===== config.mk =====
export PLATFORM = sky130hd
export DESIGN_NAME = uart_rx_ctrl
export DESIGN_NICKNAME = d
export VERILOG_FILES = /design/src/rtl/uart_pkg.sv /design/src/rtl/uart_baud_tick.sv /design/src/rtl/uart_rx_ctrl.sv
export SDC_FILE = /design/constraint.sdc
export NUM_CORES = 1
export LEC_CHECK = 0
export CAP_MARGIN = 25
export CORE_UTILIZATION = 30
export CTS_CLUSTER_SIZE = 28
export DETAILED_ROUTE_END_ITERATION = 10
export PLACE_DENSITY = 0.59
export SLEW_MARGIN = 20
export SYNTH_ARGS = -nofsm -noshare
export SYNTH_HDL_FRONTEND = slang
export SYNTH_SLANG_ARGS = --single-unit

===== constraint.sdc =====
create_clock -name clk -period 2.7 [get_ports clk]
set_clock_uncertainty 0.2 [all_clocks]
set_input_delay 0.81 -clock clk [delete_from_list [all_inputs] [get_ports clk]]
set_output_delay 0.81 -clock clk [all_outputs]
set_load 0.05 [all_outputs]

===== src/rtl/uart_pkg.sv =====
// Shared types and defaults for the UART receive path.
// Holds the receive FSM state enum and default frame constants.
package uart_pkg;

  localparam int OVERSAMPLE_DEF = 16;
  localparam int DATA_BITS_DEF  = 8;

  typedef enum logic [2:0] {
    IDLE,
    START,
    DATA,
    PARITY,
    STOP
  } rx_state_e;

endpackage


===== src/rtl/uart_baud_tick.sv =====
// Oversample tick generator: counts 0..baud_div, ticks on the last count.
// Ports: clk, rst (sync, high), enable, baud_div in; tick out.
module uart_baud_tick
  import uart_pkg::*;
#(
  parameter int DIV_W = 16
) (
  input  logic             clk,
  input  logic             rst,
  input  logic             enable,
  input  logic [DIV_W-1:0] baud_div,
  output logic             tick
);

  logic [DIV_W-1:0] div_cnt_q;
  logic [DIV_W-1:0] div_cnt_d;

  assign tick = enable && (div_cnt_q == baud_div);

  // >= so that a smaller baud_div written mid-count wraps at once
  always_comb begin
    div_cnt_d = div_cnt_q + 1'b1;
    if (!enable || (div_cnt_q >= baud_div)) begin
      div_cnt_d = '0;
    end
  end

  always_ff @(posedge clk) begin
    if (rst) begin
      div_cnt_q <= '0;
    end else begin
      div_cnt_q <= div_cnt_d;
    end
  end

endmodule


===== src/rtl/uart_rx_ctrl.sv =====
// UART receive controller: sync, start qualify, mid-bit sampling, handshake.
// Ports: clk, rst, enable, baud_div, rx, rx_ready in; rx_data, rx_valid,
// rx_ferr, rx_perr, overrun, busy out. UART_RX_PARITY_EN adds even parity.
module uart_rx_ctrl
  import uart_pkg::*;
#(
  parameter int OVERSAMPLE = OVERSAMPLE_DEF,
  parameter int DATA_BITS  = DATA_BITS_DEF,
  parameter int DIV_W      = 16
) (
  input  logic                 clk,
  input  logic                 rst,
  input  logic                 enable,
  input  logic [DIV_W-1:0]     baud_div,
  input  logic                 rx,
  output logic [DATA_BITS-1:0] rx_data,
  output logic                 rx_valid,
  input  logic                 rx_ready,
  output logic                 rx_ferr,
  output logic                 rx_perr,
  output logic                 overrun,
  output logic                 busy
);

  localparam int OS_W = $clog2(OVERSAMPLE);
  localparam int BC_W = $clog2(DATA_BITS + 1);
  localparam logic [OS_W-1:0] OS_HALF = OS_W'(OVERSAMPLE / 2 - 1);
  localparam logic [OS_W-1:0] OS_LAST = OS_W'(OVERSAMPLE - 1);
  localparam logic [BC_W-1:0] BIT_LAST = BC_W'(DATA_BITS - 1);

  logic tick;

  uart_baud_tick #(.DIV_W(DIV_W)) u_tick (
    .clk      (clk),
    .rst      (rst),
    .enable   (enable),
    .baud_div (baud_div),
    .tick     (tick)
  );

  rx_state_e            state_q, state_d;
  logic [OS_W-1:0]      os_cnt_q, os_cnt_d;
  logic [BC_W-1:0]      bit_cnt_q, bit_cnt_d;
  logic [DATA_BITS-1:0] shreg_q, shreg_d;
  logic                 rx_meta_q, rx_meta_d;
  logic                 rx_s_q, rx_s_d;
  logic                 stop_bit_q, stop_bit_d;
  logic                 done_q, done_d;
  logic [DATA_BITS-1:0] rx_data_q, rx_data_d;
  logic                 rx_valid_q, rx_valid_d;
  logic                 rx_ferr_q, rx_ferr_d;
  logic                 overrun_q, overrun_d;
  logic                 busy_q, busy_d;
`ifdef UART_RX_PARITY_EN
  logic                 par_err_q, par_err_d;
  logic                 rx_perr_q, rx_perr_d;
`endif

  always_comb begin
    state_d    = state_q;
    os_cnt_d   = os_cnt_q;
    bit_cnt_d  = bit_cnt_q;
    shreg_d    = shreg_q;
    rx_meta_d  = rx;
    rx_s_d     = rx_meta_q;
    stop_bit_d = stop_bit_q;
    done_d     = 1'b0;
    rx_data_d  = rx_data_q;
    rx_valid_d = rx_valid_q;
    rx_ferr_d  = rx_ferr_q;
    overrun_d  = 1'b0;
`ifdef UART_RX_PARITY_EN
    par_err_d  = par_err_q;
    rx_perr_d  = rx_perr_q;
`endif

    if (!enable) begin
      state_d   = IDLE;
      os_cnt_d  = '0;
      bit_cnt_d = '0;
    end else if (tick) begin
      unique case (state_q)
        IDLE: begin
          if (!rx_s_q) begin
            state_d  = START;
            os_cnt_d = '0;
          end
        end
        START: begin
          if (os_cnt_q == OS_HALF) begin
            if (!rx_s_q) begin
              state_d   = DATA;
              os_cnt_d  = '0;
              bit_cnt_d = '0;
            end else begin
              state_d = IDLE;
            end
          end else begin
            os_cnt_d = os_cnt_q + 1'b1;
          end
        end
        DATA: begin
          if (os_cnt_q == OS_LAST) begin
            shreg_d   = {rx_s_q, shreg_q[DATA_BITS-1:1]};
            os_cnt_d  = '0;
            bit_cnt_d = bit_cnt_q + 1'b1;
            if (bit_cnt_q == BIT_LAST) begin
`ifdef UART_RX_PARITY_EN
              state_d = PARITY;
`else
              state_d = STOP;
`endif
            end
          end else begin
            os_cnt_d = os_cnt_q + 1'b1;
          end
        end
`ifdef UART_RX_PARITY_EN
        PARITY: begin
          if (os_cnt_q == OS_LAST) begin
            par_err_d = ^{shreg_q, rx_s_q};
            os_cnt_d  = '0;
            state_d   = STOP;
          end else begin
            os_cnt_d = os_cnt_q + 1'b1;
          end
        end
`endif
        STOP: begin
          if (os_cnt_q == OS_LAST) begin
            stop_bit_d = rx_s_q;
            done_d     = 1'b1;
            os_cnt_d   = '0;
            state_d    = IDLE;
          end else begin
            os_cnt_d = os_cnt_q + 1'b1;
          end
        end
        default: state_d = IDLE;
      endcase
    end

    // a completing frame may reload in the same cycle the old byte is taken
    if (done_q) begin
      if (!rx_valid_q || rx_ready) begin
        rx_data_d  = shreg_q;
        rx_ferr_d  = ~stop_bit_q;
        rx_valid_d = 1'b1;
`ifdef UART_RX_PARITY_EN
        rx_perr_d  = par_err_q;
`endif
      end else begin
        overrun_d = 1'b1;
      end
    end else if (rx_valid_q && rx_ready) begin
      rx_valid_d = 1'b0;
    end

    busy_d = (state_d != IDLE);
  end

  always_ff @(posedge clk) begin
    if (rst) begin
      state_q    <= IDLE;
      os_cnt_q   <= '0;
      bit_cnt_q  <= '0;
      shreg_q    <= '0;
      rx_meta_q  <= 1'b1;
      rx_s_q     <= 1'b1;
      stop_bit_q <= 1'b0;
      done_q     <= 1'b0;
      rx_data_q  <= '0;
      rx_valid_q <= 1'b0;
      rx_ferr_q  <= 1'b0;
      overrun_q  <= 1'b0;
      busy_q     <= 1'b0;
`ifdef UART_RX_PARITY_EN
      par_err_q  <= 1'b0;
      rx_perr_q  <= 1'b0;
`endif
    end else begin
      state_q    <= state_d;
      os_cnt_q   <= os_cnt_d;
      bit_cnt_q  <= bit_cnt_d;
      shreg_q    <= shreg_d;
      rx_meta_q  <= rx_meta_d;
      rx_s_q     <= rx_s_d;
      stop_bit_q <= stop_bit_d;
      done_q     <= done_d;
      rx_data_q  <= rx_data_d;
      rx_valid_q <= rx_valid_d;
      rx_ferr_q  <= rx_ferr_d;
      overrun_q  <= overrun_d;
      busy_q     <= busy_d;
`ifdef UART_RX_PARITY_EN
      par_err_q  <= par_err_d;
      rx_perr_q  <= rx_perr_d;
`endif
    end
  end

  assign rx_data  = rx_data_q;
  assign rx_valid = rx_valid_q;
  assign rx_ferr  = rx_ferr_q;
  assign overrun  = overrun_q;
  assign busy     = busy_q;
`ifdef UART_RX_PARITY_EN
  assign rx_perr  = rx_perr_q;
`else
  assign rx_perr  = 1'b0;
`endif

endmodule


# After elaboration in Yosys (flattened, before gate mapping)

Index checks and enable logic that the tools add are counted.
W data, S select, Z words.

Bits in registers: 51
Word-level logic and storage cells: 78
Input bits: 21
Output and inout port bits: 13

Bitwise gates (word level): 5
Equal/unequal tests: 11
Magnitude comparators: 1
Add/subtract/negate cells: 3
Reduce and logical (&&, ||, !) cells: 22
Mux-type cells: 22

Operator list:

| cell                    | number |
|---|---|
| $mux W4                 | 6 |
| $mux W3                 | 7 |
| $add A16 B1 Y16 const B | 1 |
| $eq A16 B16 Y1          | 1 |
| $ge A16 B16 Y1          | 1 |
| $pmux W3 S4             | 1 |
| $pmux W4 S3             | 1 |
| $add A4 B1 Y4 const B   | 2 |
| $eq A4 B3 Y1 const B    | 2 |
| $pmux W4 S2             | 1 |
| $reduce_and A4 Y1       | 2 |
| $reduce_or A2 Y1        | 4 |
| $ne A2 B2 Y1 const B    | 3 |
| $reduce_and A2 Y1       | 3 |
| $reduce_bool A3 Y1      | 2 |
| $mux W1                 | 5 |
| $not A1 Y1              | 5 |
| $reduce_and A5 Y1       | 1 |
| $eq A4 B4 Y1 const B    | 1 |
| $reduce_bool A2 Y1      | 2 |
| $reduce_or A4 Y1        | 1 |
| $eq A3 B1 Y1 const B    | 1 |
| $eq A3 B2 Y1 const B    | 1 |
| $eq A3 B3 Y1 const B    | 1 |
| other kinds (6)         | 9 |

# Logic depth before layout (Yosys ltp)

Gate-level depths: netlist of the first run.

Depth after elaboration: 7
Gate-level depth with buffers: 8
Depth with buffers taken out: 7

# Hierarchy

Synthesis of the first run repeated with hierarchy kept, for this count alone.

Cell total of the unflattened synthesis: 314
Area, all modules: 2802.7 µm²

Modules (own cells, without submodules):

| module         | cells an instance | times used | area each (µm²) |
|---|---|---|---|
| uart_rx_ctrl   | 185               | 1          | 1594.0 |
| uart_baud_tick | 129               | 1          | 1208.7 |

# Least setup slack after synthesis of the first run

OpenSTA, ideal clock, no wires.

Path type: in2reg
From: in baud_div[11]
To: reg busy_q (netlist: busy)
Arrival: 2441 ps
Setup slack: -68 ps
Setup time: 127 ps
Buffers on the path: 0
Data required time: 2373 ps
Stages: 7
Path through: inv_1 > ha_1 > nand4_1 > nor4_4 > o31ai_1 > a32o_1 > or3_1

Cells in the longest elaborated chain, start to end: 5

Ends and longest elaborated chain:

| item                 | line                 | text |
|---|---|---|
| start, declared      | uart_rx_ctrl.sv:14   | `input logic [DIV_W-1:0] baud_div,` |
| $eq A16 B16 Y1       | uart_baud_tick.sv:18 | `assign tick = enable && (div_cnt_q == baud_div);` |
| $logic_and A1 B1 Y1  | uart_baud_tick.sv:18 |  |
| $mux W3              | uart_rx_ctrl.sv:81   | `end else if (tick) begin` |
| $mux W3              | uart_rx_ctrl.sv:77   | `if (!enable) begin` |
| $reduce_bool A3 Y1   | uart_rx_ctrl.sv:159  | `busy_d = (state_d != IDLE);` |
| end signal, assigned | uart_rx_ctrl.sv:194  | `busy_q <= busy_d;` |
| end, declared        | uart_rx_ctrl.sv:53   | `logic busy_q, busy_d;` |

No other way between the ends.
A chain may end at the register's enable or synchronous reset.

# Worst setup path after layout of the first run

From: in baud_div[6]
To: reg u_tick.div_cnt_q[11]

Cells in the longest elaborated chain, start to end: 3

Ends and longest elaborated chain:

| item                       | line                 | text |
|---|---|---|
| $ge A16 B16 Y1             | uart_baud_tick.sv:23 | `if (!enable \|\| (div_cnt_q >= baud_div)) begin` |
| $logic_or A1 B1 Y1         | uart_baud_tick.sv:23 |  |
| $reduce_or A2 Y1 (no line) | n/a                  |  |
| end signal, assigned       | uart_baud_tick.sv:32 | `div_cnt_q <= div_cnt_d;` |
| end, declared              | uart_baud_tick.sv:15 | `logic [DIV_W-1:0] div_cnt_q;` |

No other way between the ends.

==> results of run 1 <==
==> per-stage QoR <==
stage | instances | hold slack (ns) | instance area, sq um
global placement | 467 | 0.191 | 3280
finish | 482 | 0.220 | 3560
CTS | 480 | 0.222 | 3520
floorplan | 326 | 0.189 | 2760
global route | 482 | 0.237 | 3560
detailed placement | 467 | 0.196 | 3280
==> power groups by stage <==
| stage | logic, uW | clock network [uW] | registers [uW] |
|---|---|---|---|
| 3_5_place_dp | 94.6 | 0 | 775 |
| 2_1_floorplan | 44.8 | 0 | 774 |
| 6_report | 99.1 | 469 | 758 |
| 5_1_grt | 109 | 531 | 759 |
| 4_1_cts | 98.0 | 487 | 758 |
| 3_3_place_gp | 92.3 | 0 | 775 |
==> critical path: cells and delay by family <==
family | cells | cell delay, ns
AO/OA/AOI/OAI | 2 | 0.43
adder cells (fa/ha/maj) | 1 | 0.25
buffers and inverters | 6 | 0.91
AND/OR/NAND/NOR | 2 | 0.23
==> worst min path at each step <==
stage / slack [ns] / from / end / cells past startpoint
after floorplan: 0.19 / rx_meta_q / rx_s_q / 1
after global placement: 0.19 / rx_meta_q / rx_s_q / 1
after detailed placement: 0.20 / rx_meta_q / rx_s_q / 1
after CTS: 0.22 / rx_meta_q / rx_s_q / 1
after global routing: 0.24 / rx_meta_q / rx_s_q / 1
final: 0.22 / rx_meta_q / rx_s_q / 1
==> placed cells by master, fill, tap and decap left out, drive strengths merged, types with 4 or more instances in the layout <==
cell            n
nor3            8
clkdlybuf4s50  16
nor2           34
ha             19
o211ai          6
buf            23
nor2b           4
xor2            9
nand2b          5
inv            19
clkbuf          5
mux2i           9
o31ai           4
nor3b          10
a21oi          21
o21ai           4
nand3          19
nand2          36
dfxtp          51
nand4          13
dlygate4sd2    12
clkdlybuf4s15   4
a21o            5
xnor2           6
==> layer usage <==
layer / vias to the layer above / routed length, um / GRT usage, %
met3: 10 / 284 / 3.09
met4: 0 / 78 / 3.96
met2: 54 / 2830 / 22.2
li1: 1230 / - / -
met5: - / 0 / 0
met1: 1125 / 2950 / 17.5
==> cell families after synthesis <==
| kind of cell | after synthesis | share of synthesized area [%] |
|---|---|---|
| other cells | 1 | 0.137 |
| flops | 51 | 37.3 |
| compound gates | 50 | 12.0 |
| mux | 9 | 3.30 |
| fa+ha+maj | 20 | 9.06 |
| simple gates | 147 | 28.5 |
| buf+inv | 33 | 4.90 |
| xor+xnor | 15 | 4.81 |
==> final cells by class <==
cell class	instances	area, sq um	share of cell area, %
multi-input combinational	242	1750	49.1
sequential	51	1020	28.7
timing repair buffer	55	492	13.8
tap	108	135	3.79
clock buffer	5	68.8	1.93
inverter	18	67.6	1.90
clock inverter	3	28.8	0.808
==> registers in the layout (all words and copies together), names as in the netlist <==
signal / flops
rx_data: 8
busy: 1
rx_ferr: 1
bit_cnt_q: 4
rx_valid: 1
rx_meta_q: 1
overrun: 1
u_tick.div_cnt_q: 16
state_q: 3
shreg_q: 8
os_cnt_q: 4
stop_bit_q: 1
done_q: 1
rx_s_q: 1
==> what timing repair did <==
| action | in CTS | in global routing |
|---|---|---|
| hold buffers | 0 | 0 |
| gates resized for setup | 38 | 9 |
| cloned | 1 | 1 |
| endpoints found under the setup margin | 31 | 12 |
| setup buffers | 4 | 1 |
| pin swaps | 21 | 6 |
==> flow_summary_export.csv, run 1 <==
group,metric,value,unit
sta,maxSlewViolCount,0,
floorplanning,coreArea,0.00876,sq mm
routing,vias_per_cell,5.02,
floorplanning,fp.dieW,97.5,um
synth,post_synth_main_area_contributors,"sky130_fd_sc_hd__dfxtp_1, sky130_fd_sc_hd__ha_1, sky130_fd_sc_hd__nand2_1, sky130_fd_sc_hd__nor2_1, sky130_fd_sc_hd__a21oi_1",
critical_path,critical_path.most_common_cell,"sky130_fd_sc_hd__buf_4",
cts,maximum_level_of_the_cts_h_tree,2,
cts,largest_buffer_count_on_any_clock_path,2,
sta,finalSetupTns,0,ns
critical_path,worst_setup_path_start_kind,"input port",
synth,synth_top_cells_by_count,"sky130_fd_sc_hd__dfxtp_1, sky130_fd_sc_hd__nand2_1, sky130_fd_sc_hd__nor2_1",
cts,worstSkewPairLatency,0.31,ns
sta,period_share,97.1,%
synth,synthDominantCellAreaShare,37.3,%
power_and_ir_drop,power.ir.vdd_worst,0.242,mV
min_path,min-delay-path-class,"reg -> reg",
placement,place_worst_setup_slack,-0.513,ns
critical_path,crit_arrival,2.62,ns
power_and_ir_drop,power_density,372,mW/mm^2
cts,clock_sinks,51,
critical_path,cpMaxStageDelayCell,"sky130_fd_sc_hd__a221oi_2",
layout,finish.utilization,40.6,%
floorplanning,initial_core_util,31.2,%
power_and_ir_drop,internal_power,997,uW
sta,layout_min_cycle_time,2.62,ns
power_and_ir_drop,share_clk_of_total_power,35.4,%
sta,timing.final.setup_violations,0,
critical_path,setup.worst_path.end,"u_tick.div_cnt_q[11]",
sta,worstMarginPinSlew,0.557,ns
sta,max_slew_margin,62.8,%
sta,hold_violations,0,
critical_path,max_stage_delay,0.28,ns
synth,synth.avg_cell_area,8.39,sq um
floorplanning,die_h,97.5,um
synth,ys.warnings.count,0,
routing,antenna_violating_nets_left,0,
power_and_ir_drop,p_total,1330,uW
routing,detail_route.wl_per_cell,12.7,um
layout,post_route_cells_drive_above_1_share,16.8,%
floorplanning,total_die_area,0.00950,sq mm
cts,clockRootBuffer,"sky130_fd_sc_hd__clkbuf_8",
grt,grt_start_max_net_pins,24,
synth,synth-main-ff-cell,"sky130_fd_sc_hd__dfxtp_1",
layout,num-nets-final,413,
grt,number_of_global_route_vias_before_repair,2325,
layout,number_of_antenna_diodes,0,
synth,synthArstFlopShare,0,%
routing,vias,2419,
critical_path,crit_fanout,8,
routing,totalWireLength,6.14,mm
power_and_ir_drop,power.share.combinational,7.5,%
sta,post-route-worst-setup-slack,0.0790,ns
routing,dr.pass1.iters,4,
power_and_ir_drop,sw_frac_of_total,24.8,%
placement,place_congestion,0.789,
cts,cts_tree,"built",
synth,ys_seq_elements,51,
grt,initial_antenna_violation_count,0,
power_and_ir_drop,proportion_of_power_drawn_by_flip_flops_and_latches,57.1,%
power_and_ir_drop,switching_power,329,uW
cts,clkTransAtPathRegs,0.10,ns
flow_run,timing.max_cap.violations,0,
routing,drc,0,
synth,synth-seq-area-share,37.3,%
floorplanning,fp-row-count,34,
grt,first_pass_grt_wire_length,10.6,mm
synth,syn-num-nets,366,
synth,post_synth_inst_count,326,
critical_path,r2r-end,"busy",
critical_path,worstPathCellList,"dlygate4sd2_1 -> inv_2 -> ha_4 -> nand4_1 -> buf_4 -> buf_4 -> buf_4 -> a21o_1 -> a221oi_2 -> buf_4 -> nor3b_1",
synth,cell_taking_the_most_area_after_synthesis,"sky130_fd_sc_hd__dfxtp_1",
synth,synth_enable_flop_cells,0,
synth,syn-cell-area,0.00273,sq mm
power_and_ir_drop,power_leakage,0.00147,uW
placement,dp_hpwl,4.39,mm
critical_path,r2r.worst_path.cells,8,
sta,max_clock_freq,382,MHz
critical_path,reg2reg_slack,0.38,ns
cts,cts-buffers-inserted,5,
layout,fillers,899,
critical_path,critical_path_required,2.70,ns
floorplanning,num_io_pins,34,
critical_path,timing.critical_path.from,"baud_div[6]",
grt,overflow,0,
layout,syn2layout_area_growth,30.3,%
critical_path,end_kind,"flip-flop",
routing,drt_iter0_drc,78,
critical_path,rr_startpoint,"u_tick.div_cnt_q[0]",
grt,globalRouteTotalUtil,13.5,%
placement,placement.io_buffers,32,
synth,post-synth-top-count-cell,"sky130_fd_sc_hd__dfxtp_1",
critical_path,setup.worst_path.class,"in -> reg",
outcome,outcome,"completed",
synth,synth_cell_type_count,46,
Note: power is estimated with default switching activity, not from simulation.
==> run 2, diff against run 1 <==
ABC_AREA = 0   (was default)
SYNTH_HIERARCHICAL = 1   (was default)
==> run 2 against run 1 <==
The flow now finishes with violations (negative setup slack). Synthesized cell count shrank 3.7%. Count of clock-buffer cells in the layout is the same. Flip-flop and latch count is the same. Setup slack lost 0.31 ns. Critical path depth is the same. Die area grew 2.5%. Sequential share of layout area shrank 2.4 points. Global-route usage is essentially flat. Final area grew 9.1%. Via count grew 2.2%.
==> flow_summary_export.csv, run 2 <==
group,metric,value,unit
layout,largest_register_ffs,16,
outcome,violations,"negative setup slack",
placement,place_congestion,0.858,
critical_path,r2r.worst_path.cells,9,
critical_path,worstPathCellList,"buf_2 -> inv_2 -> ha_1 -> nand4_1 -> or3_4 -> nor3_4 -> buf_4 -> inv_2 -> a2111o_1 -> or4_4 -> a21oi_2",
sta,maxSlewViolCount,0,
critical_path,cpLargestDelayFamily,"simple AND/OR/NAND/NOR gates",
grt,initial_antenna_violation_count,0,
layout,num-nets-final,420,
layout,max_flop_register,"u_tick/div_cnt_q",
routing,routedLengthMet1,2.99,mm
critical_path,critical_path_required,2.73,ns
placement,dp_hpwl,4.76,mm
floorplanning,coreArea,0.00889,sq mm
cts,cts_tree,"built",
sta,rsz_0062_raised_after_global_routing,"true",
routing,drt_iter0_drc,81,
layout,final_cell_mix,"sky130_fd_sc_hd__dfxtp_1, sky130_fd_sc_hd__buf_4, sky130_fd_sc_hd__nand2_1",
critical_path,worst_setup_path_start_kind,"input port",
min_path,min-delay-path-class,"reg -> reg",
synth,syn-num-nets,354,
cts,cts-buffers-inserted,5,
routing,met3_wirelength_from_detailed_routing,205,um
cts,worstSkewPairLatency,0.30,ns
placement,placement.io_buffers,32,
power_and_ir_drop,power_leakage,0.00143,uW
synth,synthArstFlopShare,0,%
floorplanning,num_io_pins,34,
critical_path,critical_path.most_common_cell,"sky130_fd_sc_hd__inv_2",
synth,ys_seq_elements,51,
synth,synth_top_cells_by_count,"sky130_fd_sc_hd__dfxtp_1, sky130_fd_sc_hd__nand2_1, sky130_fd_sc_hd__inv_1",
synth,post_synth_main_area_contributors,"sky130_fd_sc_hd__dfxtp_1, sky130_fd_sc_hd__ha_1, sky130_fd_sc_hd__nor3_2, sky130_fd_sc_hd__nand2_1, sky130_fd_sc_hd__mux2i_1",
synth,synth-seq-area-share,36.4,%
min_path,hold_path_depth,1,
sta,hold_violations,0,
floorplanning,fp.dieW,98.7,um
placement,detailed_place.area,0.00367,sq mm
sta,period_share,109,%
grt,globalRouteTotalUtil,13.5,%
sta,timing.final.setup_violations,16,
critical_path,cpMaxStageDelayCell,"sky130_fd_sc_hd__or4_4",
sta,finalSetupTns,-1.63,ns
routing,drc,0,
routing,antenna_violating_nets_left,0,
synth,synth.avg_cell_area,8.93,sq um
synth,post-synth-top-count-cell,"sky130_fd_sc_hd__dfxtp_1",
cts,clockRootBuffer,"sky130_fd_sc_hd__clkbuf_8",
cts,clkTransAtPathRegs,0.09,ns
sta,max_clock_freq,341,MHz
routing,dr.pass1.iters,4,
flow_run,timing.max_cap.violations,0,
synth,syn-cell-area,0.00280,sq mm
grt,number_of_global_route_vias_before_repair,2309,
floorplanning,die_h,98.7,um
grt,grt_start_max_net_pins,24,
cts,clock_sinks,51,
grt,overflow,0,
critical_path,crit_fanout,4,
synth,cell_taking_the_most_area_after_synthesis,"sky130_fd_sc_hd__dfxtp_1",
synth,synth_cell_type_count,62,
sta,max_slew_margin,61.1,%
routing,route.top_layer_used,"met4",
synth,ys.warnings.count,6,
routing,routed-wl-met2,3.01,mm
routing,vias,2473,
synth,synthDominantCellAreaShare,36.4,%
synth,synth-main-ff-cell,"sky130_fd_sc_hd__dfxtp_1",
sta,layout_min_cycle_time,2.94,ns
layout,syn2layout_area_growth,38.6,%
routing,totalWireLength,6.28,mm
critical_path,setup.worst_path.class,"in -> reg",
sta,worstMarginPinSlew,0.580,ns
layout,layout_commonest_cell,"sky130_fd_sc_hd__dfxtp_1",
floorplanning,initial_core_util,31.5,%
sta,post-route-worst-setup-slack,-0.235,ns
grt,first_pass_grt_wire_length,10.8,mm
outcome,outcome,"finished with violations",
layout,number_of_antenna_diodes,0,
layout,finish.instance_area,0.00388,sq mm
floorplanning,fp-row-count,34,
layout,post_route_cells_drive_above_1_share,32.4,%
critical_path,max_stage_delay,0.43,ns
power_and_ir_drop,power_density,340,mW/mm^2
floorplanning,total_die_area,0.00973,sq mm
cts,largest_buffer_count_on_any_clock_path,2,
cts,maximum_level_of_the_cts_h_tree,2,
routing,vias_per_cell,5.07,
critical_path,crit_arrival,2.97,ns
critical_path,critical_path.n_buffers_inverters,4,
synth,synth_enable_flop_cells,0,
critical_path,critical_path_cell_count,11,
synth,post_synth_inst_count,314,
power_and_ir_drop,power.ir.vdd_worst,0.182,mV
critical_path,end_kind,"flip-flop",
cts,cts_hold_repair.buffers,0,
routing,detail_route.wl_per_cell,12.9,um
## run 2: cell types whose count changed in the layout (fill, tap and decap cells not counted), moves of 4 or more
| cell | before | now |
|---|---|---|
| sky130_fd_sc_hd__buf_4 | 20 | 38 |
| sky130_fd_sc_hd__nor2_1 | 34 | 18 |
| sky130_fd_sc_hd__nor3_2 | 0 | 12 |
| sky130_fd_sc_hd__dlygate4sd2_1 | 12 | 1 |
| sky130_fd_sc_hd__nand2_1 | 36 | 25 |
| sky130_fd_sc_hd__nor3b_1 | 10 | 2 |
| sky130_fd_sc_hd__buf_6 | 1 | 8 |
| sky130_fd_sc_hd__nand4_1 | 12 | 7 |
| sky130_fd_sc_hd__and2_1 | 1 | 5 |
| sky130_fd_sc_hd__clkdlybuf4s15_1 | 4 | 0 |
| sky130_fd_sc_hd__o211ai_1 | 6 | 2 |
## run 2: path summary, 6_finish.rpt
check	slack [ns]	start	to
worst max-delay path	-0.24	baud_div[4]	bit_cnt_q[2]
worst min-delay path	0.22	rx_meta_q	rx_s_q
worst min register to register	0.22	rx_meta_q	rx_s_q
worst max register to register	0	u_tick/div_cnt_q[13]	bit_cnt_q[2]
## run 2: timing repair
item,in CTS,in global routing
setup endpoints to repair,38,24
endpoints found under the hold margin,0,0
pin swaps,23,11
gates resized for setup,67,10
buffers inserted,7,0
## run 2: power breakdown
group	internal, uW	switching (uW)	total (uW)
sequential	754	2.90	757
combinational	70.4	64.6	135
clock	178	251	429
total	1000	319	1320
## run 2: layout make-up
type                            count  area [sq um]
Timing Repair Buffer               73           649
Clock buffer                        5          68.8
Fill cell                         850          5010
Multi-Input combinational cell    227          1900
Tap cell                          108           135
Inverter                           22           100
Sequential cell                    51          1020
Clock inverter                      2          13.8
## run 2: layer usage
metal	vias up	track usage (%)
li1	1255	-
met1	1152	18.3
met2	59	22.3
met3	7	1.63
met4	0	4.25
met5	-	0
## run 2: worst reg2reg max path, cell delays in order, from the launching register on
cell,delay (ns)
sky130_fd_sc_hd__dfxtp_1,0.37
sky130_fd_sc_hd__ha_4,0.31
sky130_fd_sc_hd__nand4_4,0.10
sky130_fd_sc_hd__or3_4,0.41
sky130_fd_sc_hd__nor3_4,0.20
sky130_fd_sc_hd__buf_4,0.13
sky130_fd_sc_hd__inv_2,0.03
sky130_fd_sc_hd__a2111o_1,0.33
sky130_fd_sc_hd__or4_4,0.43
sky130_fd_sc_hd__a21oi_2,0.13
## run 2: logic make-up (layout without fill, tap and decap cells)
family                   after synthesis  count (layout)  synth area share, %
buffers and inverters                 36             102                 5.67
other                                  1               1                0.134
XOR/XNOR                              14              14                 4.38
adder cells (fa/ha/maj)               19              19                 8.48
flip-flops                            51              51                 36.4
AO/OA/AOI/OAI                         55              55                 14.4
multiplexers                          10              10                 3.57
AND/OR/NAND/NOR                      128             128                 26.9
## run 2: stage by stage
| stage | setup slack (ns) | power [uW] | utilization [%] | hold WS [ns] | std cells |
|---|---|---|---|---|---|
| floorplan | -0.436 | 839 | - | 0.189 | 314 |
| global placement | -0.925 | 898 | 41.2 | 0.199 | 475 |
| detailed placement | -0.983 | 901 | 41.2 | 0.203 | 475 |
| CTS | -0.276 | 1340 | 43.3 | 0.226 | 488 |
| global route | -0.286 | 1380 | 43.7 | 0.236 | 488 |
| finish | -0.235 | 1320 | 43.7 | 0.221 | 488 |
==> run 3, diff against run 2 <==
CAP_MARGIN = 40   (was 25)
DONT_BUFFER_PORTS = 1   (was default)
PLACE_DENSITY = 0.54   (was 0.59)
==> run 3 against run 2 <==
Combinational power shrank 39%. Global-route usage shrank 0.58 points. Count of clock-buffer cells in the layout grew 1. Largest cell class unchanged. Highest routed layer unchanged. The run still ends with negative setup slack left. Via count shrank 7.9%.
==> flow_summary_export.csv, run 3 (synthesized netlist as in run 2, its figures left out) <==
group,metric,value,unit
sta,max_clock_freq,354,MHz
floorplanning,die_h,98.7,um
placement,place_congestion,0.796,
routing,drt_iter0_drc,106,
routing,drc,0,
power_and_ir_drop,power.ir.vdd_worst,0.210,mV
layout,max_flop_register,"u_tick/div_cnt_q",
floorplanning,num_io_pins,34,
cts,cts-buffers-inserted,5,
flow_run,timing.max_cap.violations,0,
placement,dp_hpwl,4.50,mm
power_and_ir_drop,proportion_of_power_drawn_by_flip_flops_and_latches,53.7,%
power_and_ir_drop,power_leakage,0.00125,uW
routing,detail_route.wl_per_cell,13.4,um
critical_path,critical_path_required,2.74,ns
layout,num-nets-final,379,
layout,layout_commonest_cell,"sky130_fd_sc_hd__dfxtp_1",
critical_path,timing.critical_path.from,"baud_div[4]",
sta,timing.final.setup_violations,6,
critical_path,crit_fanout,5,
routing,dr.pass1.iters,4,
grt,number_of_global_route_vias_before_repair,2119,
power_and_ir_drop,switching_power,314,uW
power_and_ir_drop,share_clk_of_total_power,40.5,%
power_and_ir_drop,internal_power,1100,uW
cts,maximum_level_of_the_cts_h_tree,2,
grt,first_pass_grt_wire_length,10.1,mm
cts,largest_buffer_count_on_any_clock_path,2,
grt,overflow,0,
grt,globalRouteTotalUtil,12.9,%
layout,largest_register_ffs,16,
cts,clkTransAtPathRegs,0.10,ns
routing,totalWireLength,6.00,mm
sta,hold_violations,0,
min_path,min-delay-path-class,"reg -> reg",
critical_path,setup.worst_path.class,"in -> reg",
routing,vias_per_cell,5.08,
sta,post-route-worst-setup-slack,-0.125,ns
layout,number_of_antenna_diodes,0,
outcome,outcome,"finished with violations",
power_and_ir_drop,p_total,1410,uW
cts,cts_tree,"built",
floorplanning,fp.dieW,98.7,um
sta,finalSetupTns,-0.395,ns
sta,maxSlewViolCount,0,
placement,placement.io_buffers,0,
grt,initial_antenna_violation_count,0,
min_path,hold_path_startpoint,"rx_meta_q",
layout,syn2layout_area_growth,23.7,%
power_and_ir_drop,power.share.combinational,5.8,%
floorplanning,coreArea,0.00889,sq mm
power_and_ir_drop,power_density,407,mW/mm^2
layout,final_cell_mix,"sky130_fd_sc_hd__dfxtp_1, sky130_fd_sc_hd__buf_4, sky130_fd_sc_hd__nand2_1",
critical_path,crit_arrival,2.86,ns
floorplanning,initial_core_util,31.5,%
outcome,violations,"negative setup slack",
floorplanning,total_die_area,0.00973,sq mm
sta,period_share,105,%
power_and_ir_drop,sw_frac_of_total,22.2,%
floorplanning,fp-row-count,34,
cts,clockRootBuffer,"sky130_fd_sc_hd__clkbuf_8",
cts,cts_hold_repair.buffers,0,
cts,clock_sinks,51,
critical_path,end_kind,"flip-flop",
cts,worstSkewPairLatency,0.30,ns
critical_path,worst_setup_path_start_kind,"input port",
layout,post_route_cells_drive_above_1_share,27.4,%
sta,rsz_0062_raised_after_global_routing,"true",
grt,grt_start_max_net_pins,27,
critical_path,rr_startpoint,"u_tick/div_cnt_q[10]",
routing,antenna_violating_nets_left,0,
routing,vias,2277,
sta,max_slew_margin,59.8,%
sta,layout_min_cycle_time,2.82,ns
sta,worstMarginPinSlew,0.598,ns
## run 3: power groups by stage
stage | clock network (uW) | logic [uW] | registers, uW
after floorplan | 0 | 64.6 | 774
after global placement | 0 | 80.0 | 776
after detailed placement | 0 | 82.2 | 776
after CTS | 593 | 83.2 | 758
after global routing | 612 | 91.2 | 759
final | 572 | 81.9 | 758
## run 3: path summary, 6_finish.rpt
check	endpoint	slack (ns)	cells past startpoint
hold / removal	rx_s_q	0.24	1
setup reg to reg	bit_cnt_q[0]	-0.02	8
setup / recovery	bit_cnt_q[0]	-0.12	9
hold reg to reg	rx_s_q	0.24	1
## run 3: critical path, stage by stage
cell and delay [ns]:
sky130_fd_sc_hd__inv_2 0.02, sky130_fd_sc_hd__ha_1 0.27, sky130_fd_sc_hd__nand4_1 0.15, sky130_fd_sc_hd__or3_4 0.38, sky130_fd_sc_hd__nor3_4 0.19, sky130_fd_sc_hd__inv_2 0.05
sky130_fd_sc_hd__a2111o_1 0.44, sky130_fd_sc_hd__or3_2 0.43, sky130_fd_sc_hd__a21oi_1 0.13
## run 3: layout make-up
class | instances | area [sq um]
Multi-Input combinational cell | 227 | 1830
Sequential cell | 51 | 1020
Inverter | 22 | 100
Clock buffer | 6 | 82.6
Timing Repair Buffer | 32 | 260
Tap cell | 108 | 135
Clock inverter | 2 | 38.8
Fill cell | 863 | 5430
## run 3: what timing repair did
| action | 4_1_cts | 5_1_grt |
|---|---|---|
| pin swaps | 2 | 4 |
| setup endpoints to repair | 15 | 14 |
| resized for setup | 4 | 5 |
| buffers inserted | 0 | 3 |
## run 3: per-layer routing
layer  vias up  track usage [%]  share of wire [%]
met1      1059             16.8                 47
li1       1174                -                  -
met3         5             2.48                2.7
met2        39             22.0                 49
met4         0             3.10                1.1
met5         -                0                  0
## run 3: per-stage QoR
step,hold WS (ns),utilization (%),instance area [sq um],std cells,setup WS (ns)
3_5_place_dp,0.220,36.9,3280,436,-0.499
2_1_floorplan,0.189,-,3000,314,-0.436
6_report,0.239,39.0,3470,448,-0.125
4_1_cts,0.244,38.5,3420,444,-0.106
3_3_place_gp,0.201,36.9,3280,436,-0.405
5_1_grt,0.266,39.0,3470,448,-0.194
